### src/rtl/fb_rect_writer.sv
// fb_rect_writer
//   Writer side of the H_RES x V_RES framebuffer scanned out by the VGA read
//   path. Accepts one rectangle-fill or full-screen-clear command per
//   handshake, clips the rectangle to the screen, then writes one pixel per
//   clock in raster order using the read path's mapping addr = y*H_RES + x.
//
// Ports
//   clk        system clock
//   reset      asynchronous active-low reset
//   iValid     command valid
//   oReady     command can be accepted this cycle (decoded from state)
//   iClear     1 = fill the whole screen, rectangle fields ignored
//   iX0, iY0   rectangle top-left corner
//   iW, iH     rectangle size in pixels
//   iColour    fill colour
//   oWrAddr    framebuffer write address (registered)
//   oWrData    framebuffer write data (registered)
//   oWrEn      framebuffer write strobe (registered)
//   oBusy      high in FILL and DONE (registered)
//   oDone      one-cycle pulse when a command completes (registered)
//   dbg_state  current FSM state, for observation only
//
// Handshake: a command is accepted on a rising edge where iValid && oReady.
// oReady is high only in IDLE; iValid seen in any other state is ignored and
// nothing is queued. All command fields are captured at the accept edge.
module fb_rect_writer #(
  parameter int H_RES       = 160,
  parameter int V_RES       = 120,
  parameter int COLOUR_BITS = 3
) (
  input  logic                   clk,
  input  logic                   reset,
  input  logic                   iValid,
  output logic                   oReady,
  input  logic                   iClear,
  input  logic [7:0]             iX0,
  input  logic [6:0]             iY0,
  input  logic [7:0]             iW,
  input  logic [6:0]             iH,
  input  logic [COLOUR_BITS-1:0] iColour,
  output logic [14:0]            oWrAddr,
  output logic [COLOUR_BITS-1:0] oWrData,
  output logic                   oWrEn,
  output logic                   oBusy,
  output logic                   oDone,
  output logic [1:0]             dbg_state
);

  typedef enum logic [1:0] {
    S_IDLE = 2'd0,
    S_FILL = 2'd1,
    S_DONE = 2'd2
  } state_t;

  state_t                 state_q, state_d;
  logic [7:0]             x_q, x_d, xs_q, xs_d, xe_q, xe_d;
  logic [6:0]             y_q, y_d, ye_q, ye_d;
  logic [14:0]            addr_d;
  logic [COLOUR_BITS-1:0] data_d;
  logic                   wr_en_d, busy_d, done_d;

  logic [8:0]             sum_x;
  logic [7:0]             sum_y;
  logic [7:0]             clip_xe, nx;
  logic [6:0]             clip_ye, ny;
  logic                   degenerate;

  // y*160 + x as y*128 + y*32 + x: shift-add in 16 bits, then truncate.
  function automatic logic [14:0] addr_of(input logic [7:0] x, input logic [6:0] y);
    logic [15:0] a;
    a = {2'b00, y, 7'b0} + {4'b0000, y, 5'b0} + {8'b0, x};
    return a[14:0];
  endfunction

  // Clip: the end coordinate is min(start + size, limit) - 1. Sums are wide
  // enough that they never wrap.
  assign sum_x      = {1'b0, iX0} + {1'b0, iW};
  assign sum_y      = {1'b0, iY0} + {1'b0, iH};
  assign clip_xe    = (sum_x > 9'(H_RES)) ? 8'(H_RES - 1) : 8'(sum_x - 9'd1);
  assign clip_ye    = (sum_y > 8'(V_RES)) ? 7'(V_RES - 1) : 7'(sum_y - 8'd1);
  assign degenerate = !iClear && ((iW == 8'd0) || (iH == 7'd0) ||
                                  (iX0 >= 8'(H_RES)) || (iY0 >= 7'(V_RES)));

  assign oReady    = (state_q == S_IDLE);
  assign dbg_state = state_q;

  always_comb begin
    state_d = state_q;
    x_d     = x_q;
    y_d     = y_q;
    xs_d    = xs_q;
    xe_d    = xe_q;
    ye_d    = ye_q;
    addr_d  = oWrAddr;
    data_d  = oWrData;
    wr_en_d = 1'b0;
    busy_d  = 1'b0;
    done_d  = 1'b0;
    nx      = x_q;
    ny      = y_q;
    case (state_q)
      S_IDLE: begin
        if (iValid) begin
          data_d = iColour;
          busy_d = 1'b1;
          if (iClear) begin
            xs_d    = 8'd0;
            x_d     = 8'd0;
            y_d     = 7'd0;
            xe_d    = 8'(H_RES - 1);
            ye_d    = 7'(V_RES - 1);
            addr_d  = 15'd0;
            wr_en_d = 1'b1;
            state_d = S_FILL;
          end else if (degenerate) begin
            done_d  = 1'b1;
            state_d = S_DONE;
          end else begin
            xs_d    = iX0;
            x_d     = iX0;
            y_d     = iY0;
            xe_d    = clip_xe;
            ye_d    = clip_ye;
            addr_d  = addr_of(iX0, iY0);
            wr_en_d = 1'b1;
            state_d = S_FILL;
          end
        end
      end
      S_FILL: begin
        busy_d = 1'b1;
        if (x_q == xe_q && y_q == ye_q) begin
          // The last pixel was written this cycle.
          done_d  = 1'b1;
          state_d = S_DONE;
        end else begin
          if (x_q == xe_q) begin
            nx = xs_q;
            ny = y_q + 7'd1;
          end else begin
            nx = x_q + 8'd1;
            ny = y_q;
          end
          x_d     = nx;
          y_d     = ny;
          addr_d  = addr_of(nx, ny);
          wr_en_d = 1'b1;
        end
      end
      S_DONE: begin
        state_d = S_IDLE;
      end
      default: begin
        state_d = S_IDLE;
      end
    endcase
  end

  always_ff @(posedge clk or negedge reset) begin
    if (!reset) begin
      state_q <= S_IDLE;
      x_q     <= 8'd0;
      y_q     <= 7'd0;
      xs_q    <= 8'd0;
      xe_q    <= 8'd0;
      ye_q    <= 7'd0;
      oWrAddr <= 15'd0;
      oWrData <= '0;
      oWrEn   <= 1'b0;
      oBusy   <= 1'b0;
      oDone   <= 1'b0;
    end else begin
      state_q <= state_d;
      x_q     <= x_d;
      y_q     <= y_d;
      xs_q    <= xs_d;
      xe_q    <= xe_d;
      ye_q    <= ye_d;
      oWrAddr <= addr_d;
      oWrData <= data_d;
      oWrEn   <= wr_en_d;
      oBusy   <= busy_d;
      oDone   <= done_d;
    end
  end

endmodule

### config.mk
export PLATFORM = sky130hd
export DESIGN_NAME = fb_rect_writer
export DESIGN_NICKNAME = d
export VERILOG_FILES = /design/src/rtl/fb_rect_writer.sv
export SDC_FILE = /design/constraint.sdc
export NUM_CORES = 1
export LEC_CHECK = 0
export CAP_MARGIN = 40
export CORE_MARGIN = 2
export CORE_UTILIZATION = 40
export DETAILED_ROUTE_END_ITERATION = 16
export PLACE_DENSITY = 0.64
export SLEW_MARGIN = 20
export SYNTH_ARGS = -nofsm -noshare
export SYNTH_HDL_FRONTEND = slang
export SYNTH_SLANG_ARGS = --single-unit
### constraint.sdc
create_clock -name clk -period 4.4 [get_ports clk]
set_input_delay 0.88 -clock clk [delete_from_list [all_inputs] [get_ports clk]]
set_output_delay 0.88 -clock clk [all_outputs]
set_load 0.05 [all_outputs]
# After elaboration in Yosys (flattened, before gate mapping)
# Index checks and enable logic that the tools add are counted.
totals:
  register_bits: 61
  out_inout_bits: 24
  elab_cells: 91
op_classes:
  n_addsub: 10
  magnitude_cmp: 4
  n_eq_ne: 8
  muxes: 44
  reduce_logical: 14
op_table:
  columns: ["operator", "count"]
  rows:
  - ["$mux W8", 10]
  - ["$mux W7", 10]
  - ["$mux W15", 4]
  - ["$add A14 B12 Y15", 2]
  - ["$add A15 B8 Y15", 2]
  - ["$pmux W15 S2", 1]
  - ["$pmux W8 S2", 1]
  - ["$pmux W7 S2", 1]
  - ["$add A8 B8 Y9", 1]
  - ["$gt A9 B8 Y1 const B", 1]
  - ["$mux W1", 9]
  - ["$add A7 B7 Y8", 1]
  - ["$add A8 B1 Y8 const B", 1]
  - ["$eq A8 B8 Y1", 1]
  - ["$ge A8 B8 Y1 const B", 1]
  - ["$gt A8 B7 Y1 const B", 1]
  - ["$logic_not A8 Y1", 1]
  - ["$mux W2", 4]
  - ["$ne A2 B2 Y1 const B", 4]
  - ["$sub A8 B1 Y8 const B", 1]
  - ["$add A7 B1 Y7 const B", 1]
  - ["$eq A7 B7 Y1", 1]
  - ["$ge A7 B7 Y1 const B", 1]
  - ["$logic_not A7 Y1", 1]
  - ["other kinds (13)", 19]

# Longest topological paths before layout
# Gate-level depths: netlist of run 1.
depth:
  depth_word: 9
  ltp_mapped: 14

# Worst setup path before layout of run 1
# Ideal clock, no wire load.
synth_path:
  path_kind: "register -> register"
  startpoint: "register oWrAddr[0] (netlist name)"
  endpoint: "register oWrAddr[12]"
  setup_ns: 0.119
  arrival_time_ns: 3.629
  t_required_ns: 4.281
  path_slack_ns: 0.651
  stages_incl_launch_ff: 15
  path_buffers: 1
  period_less_slack_ns: 3.749
  path_cell_list: "dfrtp_1 xnor2_1 and4_1 nand2_1 buf_2 nor2_1 xnor2_1 fa_1 fa_1 a21o_1 a311o_1 a21oi_1 mux2i_1 o311ai_2 o21a_1"
synth_lines:
  columns: ["element", "line_no", "rtl"]
  rows:
  - ["end signal: assignment", "179", "oWrAddr <= addr_d;"]
  - ["end: declaration", "41", "output logic [14:0] oWrAddr,"]

==> reports/results.tsv, run 1 <==
metric	value	unit
drive_above_1_share	0.0707	
critPathCaptureType	register	
cp.arrival	4.26	ns
die-area	0.0126	mm2
synthTopCellsByCount	dfrtp_1, ha_1, nor2_1	
pin_count	61	
yosys_warnings	0	
drt-total-wl	11.8	mm
clock_skew	0.00616	ns
cts-hold-fix-buffers	0	
maxSlewViolCount	0	
antenna_found_initial	0	
max_slew_margin	0.493	
diodes	0	
clock_latency	0.29	ns
fin_cells	709	
nFillCells	1123	
slowest_stage	fa_1	
endpoint	oWrAddr[12]$_DFFE_PN0P_	
grt_max_degree	33	
place_inst	700	
path_cells	xnor2_1 -> and4_1 -> nand2_1 -> nor2_1 -> xnor2_1 -> fa_1 -> fa_1 -> a21o_1 -> a311o_1 -> a21oi_1 -> mux2i_1 -> o311ai_2 -> o21a_1	
tritoncts	yes	
synthAdderAreaFrac	0.151	
netlist.area_leader.share	0.299	
synth_compound_area_frac	0.212	
wl_met3	536	um
final_nets	655	
yosysMostFrequentCell	dfrtp_1	
synthDistinctLibCells	68	
status	finished, final reports clean	
grt_overflow	0	
wl_per_cell	16.6	um
ys_seq_elements	56	
synth_top_family_by_area	compound AO/OA/AOI/OAI gates	
hold_viol_final	0	
startpoint_type	register	
fp.dieH	112	um
synth_nets	602	
htree_levels	2	
crit-reg2reg-launch	oWrAddr[4]$_DFFE_PN0P_	
synth_ff_type	dfrtp_1	
async_flop_share	1.00	
power	3.61	mW
min_period	4.07	ns
first_iter_violations	236	
r2r-end	oWrAddr[12]$_DFFE_PN0P_	
clock-sinks	56	
grt_first_pass_wirelength	20.2	mm
crit_type	reg -> reg	
avgViaCountPerCell	5.69	
rr_worst_depth	13	
cp.required	4.59	ns
crit_fanout	11	
synth_xor_area_frac	0.0907	
numPortBuffers	60	
rows	39	
firstDrtPassIters	5	
synth_area	0.00469	mm2
met1Wirelength	5.56	mm
synthMuxAreaShare	0.0368	
synth_area_leader_cell	dfrtp_1	
powerDensity	651	mW/mm2
fmax	0.246	GHz
drcViolationCount	0	
via_count	4035	
synth-edff-count	0	
initial_core_util	0.411	
clk_pin_slew_worst_paths	0.07	ns
cts_buffers	5	
crit_path_start	oWrAddr[4]$_DFFE_PN0P_	
ir_drop	0.365	mV
grt_pass1_vias	4107	
clockBufferDepth	2	
cts_setup_buffers	0	
setup_tns	0	ns
cts_root_buf	clkbuf_16	
worst_pin_slew	0.760	ns
die-width	112	um
coreArea	0.0114	mm2
synthSimpleGateAreaFrac	0.168	
rrSetupSlack	0.33	ns
hold_class	reg -> reg	
max_stage_delay	0.51	ns
ant_nets	0	
place_hpwl	9.36	mm
postCtsResizedCells	0	
synth.avg_cell_area	9.16	um2
setup_viol	0	
rsz0062_at_grt	no	
wl_met2	5.54	mm
fin_area	0.00555	mm2
grtUsageTotal	0.195	
post-place-ws	0.357	ns
place_area	0.00539	mm2
leakage	2.41	nW
worst_slack	0.331	ns
netlist_instances	512	
syn_to_final_growth	18.3	%
maxCapViolCount	0	
place.gp.congestion	0.818	
top_layer	met4	
synth.area.top_cells	dfrtp_1, ha_1, xnor2_1	
ys_seq_area_frac	0.299	
min_period_over_period	0.925	
## power by group
group	leakage, nW	internal (mW)	total [mW]	switching (mW)
sequential	0.654	0.741	0.957	0.216
clock	0.0766	0.225	0.410	0.185
combinational	1.68	0.973	2.24	1.27
## layout by cell type (no fill, tap or decap), types with 4 or more instances in the layout
cell type	synthesis	layout
mux2_2	8	8
o21a_1	5	5
ha_1	47	47
xor2_1	18	18
a22oi_1	7	7
nand2_1	38	38
inv_1	21	21
and3_1	7	7
nor4_1	4	4
a22o_1	8	8
a21oi_1	32	32
clkdlybuf4s50_1	0	59
nor2_1	47	47
a31oi_1	5	5
buf_4	5	5
o221ai_1	4	4
o22ai_1	4	4
a221oi_1	6	6
and2_1	5	5
clkbuf_16	0	5
nand2b_1	4	4
a21o_1	10	10
dfrtp_1	56	56
o22a_1	6	6
fa_1	6	6
nand3_1	12	12
nor2b_1	6	5
nand4_1	5	5
xnor2_1	28	28
nor3_1	9	9
mux2i_1	6	6
o21ai_0	26	26
## per-layer routing
layer / up-vias / track usage
met5: - / 0
met4: 0 / 0.0463
met3: 10 / 0.0232
met2: 103 / 0.322
met1: 1944 / 0.276
li1: 1978 / -
## logic make-up (layout without fill, tap and decap cells)
group,after synthesis,after routing
flip-flops,56,56
multiplexers,16,16
buffers and inverters,41,95
AO/OA/AOI/OAI,143,143
adder cells (fa/ha/maj),53,53
XOR/XNOR,47,47
AND/OR/NAND/NOR,156,156
## registers in the layout, summed over array words and instances, names as in the netlist, 2 cells and up
name       cells
dbg_state      2
y_q            7
xs_q           8
xe_q           8
ye_q           7
oWrAddr       15
oWrData        3
x_q            3
## through the flow
step | hold slack, ns | util
final | 0.490 | 0.486
after global routing | 0.523 | 0.486
after CTS | 0.493 | 0.485
after detailed placement | 0.477 | 0.472
after global placement | 0.464 | 0.471
after floorplan | 0.445 | -
## worst max-delay path: cells and delay by family (launching register included)
kind	cells	cell delay [ns]
multiplexers	1	0.25
adder cells (fa/ha/maj)	2	0.98
flip-flops	1	0.46
XOR/XNOR	2	0.42
AND/OR/NAND/NOR	3	0.84
AO/OA/AOI/OAI	5	1.00
## cell type report
cell class / count / area (um2) / share of cell area
Multi-Input combinational cell: 415 / 3090 / 0.557
Sequential cell: 56 / 1400 / 0.252
Inverter: 21 / 78.8 / 0.0142
Clock inverter: 2 / 10.0 / 0.00180
Timing Repair Buffer: 66 / 648 / 0.117
Tap cell: 143 / 179 / 0.0322
Clock buffer: 6 / 139 / 0.0250
## worst min path at each step
| stage | startpoint | to | slack, ns | cells after the start |
|---|---|---|---|---|
| 2_1_floorplan | xs_q[2]$_DFFE_PN0P_ | xs_q[2]$_DFFE_PN0P_ | 0.44 | 2 |
| 3_3_place_gp | xs_q[2]$_DFFE_PN0P_ | xs_q[2]$_DFFE_PN0P_ | 0.46 | 2 |
| 3_5_place_dp | xs_q[1]$_DFFE_PN0P_ | xs_q[1]$_DFFE_PN0P_ | 0.48 | 2 |
| 4_1_cts | xs_q[1]$_DFFE_PN0P_ | xs_q[1]$_DFFE_PN0P_ | 0.49 | 2 |
| 5_1_grt | oWrAddr[12]$_DFFE_PN0P_ | oWrAddr[12]$_DFFE_PN0P_ | 0.52 | 1 |
| 6_report | xs_q[1]$_DFFE_PN0P_ | xs_q[1]$_DFFE_PN0P_ | 0.49 | 2 |
Power figures use the tool's default switching activity.
==> run 2, diff against run 1 <==
--- a/config.mk
+++ b/config.mk
@@ -7,10 +7,10 @@
 export LEC_CHECK = 0
 export CAP_MARGIN = 40
 export CORE_MARGIN = 2
-export CORE_UTILIZATION = 40
+export CORE_UTILIZATION = 25
 export DETAILED_ROUTE_END_ITERATION = 16
-export PLACE_DENSITY = 0.64
-export SLEW_MARGIN = 20
+export PLACE_DENSITY = 0.45
+export REMOVE_ABC_BUFFERS = 1
 export SYNTH_ARGS = -nofsm -noshare
 export SYNTH_HDL_FRONTEND = slang
 export SYNTH_SLANG_ARGS = --single-unit
==> reports/results.tsv, run 2 (synthesis results as in run 1) <==
metric	value	unit	change
status	finished, final reports clean		
postCtsResizedCells	0		unchanged
drt-total-wl	13.2	mm	+12%
cts-hold-fix-buffers	0		unchanged
hold_class	reg -> reg		
startpoint_type	register		
critPathCaptureType	register		
worst_pin_slew	0.767	ns	+0.00661 ns
grt_first_pass_wirelength	21.2	mm	+5.3%
clockBufferDepth	2		unchanged
setup_viol	0		unchanged
fin_cells	802		+13%
final_cell_mix	clkdlybuf4s50_1, dfrtp_1, nor2_1, ha_1, nand2_1		
place_hpwl	10.4	mm	+12%
r2r-end	oWrAddr[12]$_DFFE_PN0P_		
coreArea	0.0186	mm2	+63%
tritoncts	yes		
place_area	0.00552	mm2	+2.4%
largest_reg_flops	15		unchanged
setup_tns	0	ns	unchanged
avgViaCountPerCell	4.98		-12%
place_inst	794		+13%
antenna_found_initial	0		unchanged
fmax	0.249	GHz	+1.5%
final_common_cell	clkdlybuf4s50_1		
min_period_over_period	0.911		-0.0138
die-area	0.0199	mm2	+58%
cp.required	4.60	ns	about the same
grtUsageTotal	0.136		-0.0598
rr_worst_depth	13		unchanged
grt_overflow	0		unchanged
via_count	3997		-0.94%
reg_top3	oWrAddr (15), xe_q (8), xs_q (8)		
final_nets	657		+0.31%
rsz0062_at_grt	no		
regMostFlops	oWrAddr		
clock_skew	0.00579	ns	-0.000372 ns
crit_fanout	11		unchanged
ir_drop	0.461	mV	+26%
powerDensity	649	mW/mm2	-0.31%
numPortBuffers	60		unchanged
maxSlewViolCount	0		unchanged
cts_buffers	5		unchanged
hold_viol_final	0		unchanged
cts_setup_buffers	0		unchanged
cp.arrival	4.21	ns	-0.05 ns
crit_path_start	oWrAddr[0]$_DFFE_PN0P_		
place.gp.congestion	0.866		+5.9%
ant_nets	0		unchanged
fin_area	0.00569	mm2	+2.5%
cts_root_buf	clkbuf_16		
die-width	141	um	+26%
grt_max_degree	32		-3.0%
initial_core_util	0.253		-0.158
drcViolationCount	0		unchanged
rows	50		+28%
leakage	2.42	nW	+0.49%
maxCapViolCount	0		unchanged
clock_latency	0.30	ns	about the same
grt_pass1_vias	3980		-3.1%
pin_count	61		unchanged
drive_above_1_share	0.0739		+0.00327
rrSetupSlack	0.39	ns	+0.06 ns
max_slew_margin	0.489		-0.00441
crit_type	reg -> reg		
clock-sinks	56		unchanged
syn_to_final_growth	21.3	%	
fp.dieH	141	um	+26%
endpoint	oWrAddr[12]$_DFFE_PN0P_		
firstDrtPassIters	4		-1
diodes	0		unchanged
htree_levels	2		unchanged
clk_pin_slew_worst_paths	0.07	ns	about the same
wl_per_cell	16.4	um	-1.2%
first_iter_violations	165		-30%
min_period	4.01	ns	-0.0605 ns
crit-reg2reg-launch	oWrAddr[0]$_DFFE_PN0P_		
-- run 2: worst min-delay path by stage --
stage / endpoint / startpoint / slack, ns / cells after the start
after global routing: xs_q[1]$_DFFE_PN0P_ / xs_q[1]$_DFFE_PN0P_ / 0.51 / 2
after detailed placement: xs_q[1]$_DFFE_PN0P_ / xs_q[1]$_DFFE_PN0P_ / 0.47 / 2
after floorplan: xs_q[2]$_DFFE_PN0P_ / xs_q[2]$_DFFE_PN0P_ / 0.44 / 2
after CTS: xs_q[1]$_DFFE_PN0P_ / xs_q[1]$_DFFE_PN0P_ / 0.49 / 2
final: xs_q[1]$_DFFE_PN0P_ / xs_q[1]$_DFFE_PN0P_ / 0.48 / 2
after global placement: xs_q[3]$_DFFE_PN0P_ / xs_q[3]$_DFFE_PN0P_ / 0.46 / 2
-- run 2: routing by layer --
metal | up-vias | share of wire | track usage
li1 | 1980 | - | -
met4 | 0 | 0.017 | 0.0405
met3 | 14 | 0.035 | 0.0190
met1 | 1911 | 0.48 | 0.185
met5 | - | 0 | 0
met2 | 92 | 0.47 | 0.223
-- run 2: layout make-up --
| cell class | count | area (um2) |
|---|---|---|
| clock inverter | 2 | 35.0 |
| fill | 1912 | 12900 |
| sequential | 56 | 1400 |
| timing repair buffer | 68 | 656 |
| multi-input combinational | 415 | 3100 |
| clock buffer | 6 | 129 |
| inverter | 21 | 78.8 |
| tap | 234 | 293 |
-- run 2: critical path: stages (launching register included) --
cell      delay [ns]
dfrtp_1         0.46
xnor2_1         0.24
and4_1          0.29
nand2_2         0.20
nor2_1          0.24
xnor2_1         0.22
fa_1            0.50
fa_1            0.48
a21o_1          0.22
a311o_1         0.36
a21oi_1         0.23
mux2i_1         0.24
o311ai_2        0.12
o21a_1          0.11
-- run 2: power by group --
part           leakage (nW)  internal (mW)  total [mW]  switching [mW]
logic                  1.68          0.970        2.27            1.30
registers             0.654          0.741       0.952           0.210
clock network        0.0808          0.269       0.467           0.198
-- run 2: through the flow --
stage / total power [mW] / util / setup WS, ns / hold slack (ns)
2_1_floorplan: 2.58 / - / 0.281 / 0.445
3_3_place_gp: 3.23 / 0.297 / 0.339 / 0.464
3_5_place_dp: 3.24 / 0.297 / 0.252 / 0.474
4_1_cts: 3.73 / 0.306 / 0.236 / 0.491
5_1_grt: 4.00 / 0.306 / 0.110 / 0.515
6_report: 3.69 / 0.306 / 0.392 / 0.482
==> run 3, diff against run 2 <==
--- a/config.mk
+++ b/config.mk
@@ -6,7 +6,7 @@
 export NUM_CORES = 1
 export LEC_CHECK = 0
 export CAP_MARGIN = 40
-export CORE_MARGIN = 2
+export CORE_MARGIN = 8
 export CORE_UTILIZATION = 25
 export DETAILED_ROUTE_END_ITERATION = 16
 export PLACE_DENSITY = 0.45
==> reports/results.tsv, run 3 (synthesis results as in run 1) <==
metric	value	unit	change
final_common_cell	clkdlybuf4s50_1		
worst_pin_slew	0.787	ns	+0.0207 ns
reg_top3	oWrAddr (15), xe_q (8), xs_q (8)		
fp.dieH	153	um	+8.5%
coreArea	0.0186	mm2	unchanged
setup_viol	0		unchanged
largest_reg_flops	15		unchanged
power_frac_comb	0.622		+0.006
postCtsResizedCells	0		unchanged
grt_pass1_vias	4148		+4.2%
startpoint_type	register		
fin_cells	801		-0.12%
cp.required	4.61	ns	about the same
pwr-share-clk	0.119		-0.007
fmax	0.246	GHz	-1.5%
regMostFlops	oWrAddr		
swShare	0.475		+0.0115
min_period	4.07	ns	+0.0620 ns
hold_end	xs_q[5]$_DFFE_PN0P_		
critPathTopFamily	compound AO/OA/AOI/OAI gates		
r2r-end	oWrAddr[12]$_DFFE_PN0P_		
internal_power	1.93	mW	-2.7%
drcViolationCount	0		unchanged
grt_overflow	0		unchanged
rows	50		unchanged
diodes	0		unchanged
status	finished, final reports clean		
max_stage_delay	0.50	ns	about the same
rrSetupSlack	0.33	ns	-0.06 ns
timing.hold.ws	0.494	ns	+0.0118 ns
place_inst	793		-0.13%
pin_count	61		unchanged
grtUsageTotal	0.117		-0.0186
cts-hold-fix-buffers	0		unchanged
crit_path_start	oWrAddr[0]$_DFFE_PN0P_		
final_cell_mix	clkdlybuf4s50_1, dfrtp_1, ha_1		
ant_nets	0		unchanged
place_hpwl	10.9	mm	+4.5%
firstDrtPassIters	4		unchanged
ir_drop	0.309	mV	-33%
rsz0062_at_grt	no		
min_period_over_period	0.925		+0.0141
power	3.67	mW	-0.59%
drt-total-wl	13.5	mm	+2.8%
antenna_found_initial	0		unchanged
clock_skew	0.0134	ns	+0.00762 ns
leakage	2.40	nW	-0.61%
clock-sinks	56		unchanged
hold_viol_final	0		unchanged
cts_buffers	5		unchanged
max_slew_margin	0.475		-0.0138
final_nets	656		-0.15%
numPortBuffers	60		unchanged
setup_tns	0	ns	unchanged
cp_num_buf_inv	0		unchanged
hp-start	xs_q[5]$_DFFE_PN0P_		
syn_to_final_growth	20.9	%	
maxCapViolCount	0		unchanged
whs_path_depth	2		unchanged
path_cells	xnor2_1 -> and4_1 -> nand2_1 -> nor2_2 -> xnor2_1 -> fa_1 -> fa_1 -> a21o_1 -> a311o_1 -> a21oi_1 -> mux2i_1 -> o311ai_2 -> o21a_1		
clockBufferDepth	2		unchanged
clk_pin_slew_worst_paths	0.08	ns	about the same
clock_latency	0.32	ns	+0.02 ns
die-area	0.0234	mm2	+18%
crit-reg2reg-launch	oWrAddr[0]$_DFFE_PN0P_		
grt_first_pass_wirelength	22.1	mm	+4.0%
grt_max_degree	40		+25%
place.gp.congestion	0.815		-5.9%
htree_levels	2		unchanged
first_iter_violations	173		+4.8%
powerDensity	647	mW/mm2	-0.26%
tritoncts	yes		
maxSlewViolCount	0		unchanged
wl_per_cell	16.9	um	+2.9%
initial_core_util	0.253		unchanged
hold_class	reg -> reg		
avgViaCountPerCell	4.95		-0.63%
cp.arrival	4.28	ns	+0.07 ns
cts_setup_buffers	0		unchanged
rr_worst_depth	13		unchanged
critPathCaptureType	register		
die-width	153	um	+8.5%
final_core_util	0.305		-0.00101
crit_fanout	10		-1
drive_above_1_share	0.0741		+0.000130
cts_root_buf	clkbuf_16		
p_sw	1.74	mW	+1.9%
p_seq_frac	0.260		+0.002
crit_type	reg -> reg		
via_count	3967		-0.75%
slowest_stage	fa_1		
## run 3: changes by cell type in the layout (fill, tap and decap cells not counted), sizes merged
cell | before | now
clkinvlp | 0 | 1
inv | 21 | 22
clkbuf | 6 | 5
buf | 9 | 8
bufinv | 1 | 0
## run 3: cell type report
class	count	area, um2
fillers	1935	12900
multi-input cells	415	3100
flip-flops and latches	56	1400
repair buffers	67	648
well taps	234	293
clock buffers	5	125
inverters	21	78.8
clock inverters	3	27.5
## run 3: how the worst max path moves through the flow
| stage | end | slack (ns) | cells past startpoint |
|---|---|---|---|
| CTS | oWrAddr[12]$_DFFE_PN0P_ | 0.26 | 13 |
| global placement | oWrAddr[12]$_DFFE_PN0P_ | 0.34 | 13 |
| finish | oWrAddr[12]$_DFFE_PN0P_ | 0.33 | 13 |
| detailed placement | oWrAddr[12]$_DFFE_PN0P_ | 0.29 | 13 |
| global route | oWrAddr[12]$_DFFE_PN0P_ | 0.02 | 13 |
| floorplan | oWrAddr[12]$_DFFE_PN0P_ | 0.28 | 13 |
## run 3: worst min-delay path: stages, from the launching register on
cell     delay [ns]
dfrtp_1        0.35
nand2_1        0.05
o21ai_0        0.06
## run 3: metrics by stage
step	setup WS, ns	instance area [um2]
floorplan	0.281	4570
detailed placement	0.291	5520
global placement	0.345	5520
finish	0.330	5670
global route	0.0174	5670
CTS	0.264	5670
## run 3: routing by layer
metal	global-route usage	wire length, um
met2	0.191	6240
met3	0.0220	475
met4	0.0330	187
met5	0	0
met1	0.154	6620
## run 3: power by group through the flow
stage	clock network [mW]	registers [mW]	logic, mW
2_1_floorplan	0	1.24	1.34
3_3_place_gp	0	0.959	2.28
3_5_place_dp	0	0.966	2.29
4_1_cts	0.453	0.958	2.30
5_1_grt	0.470	0.992	2.53
6_report	0.436	0.953	2.28
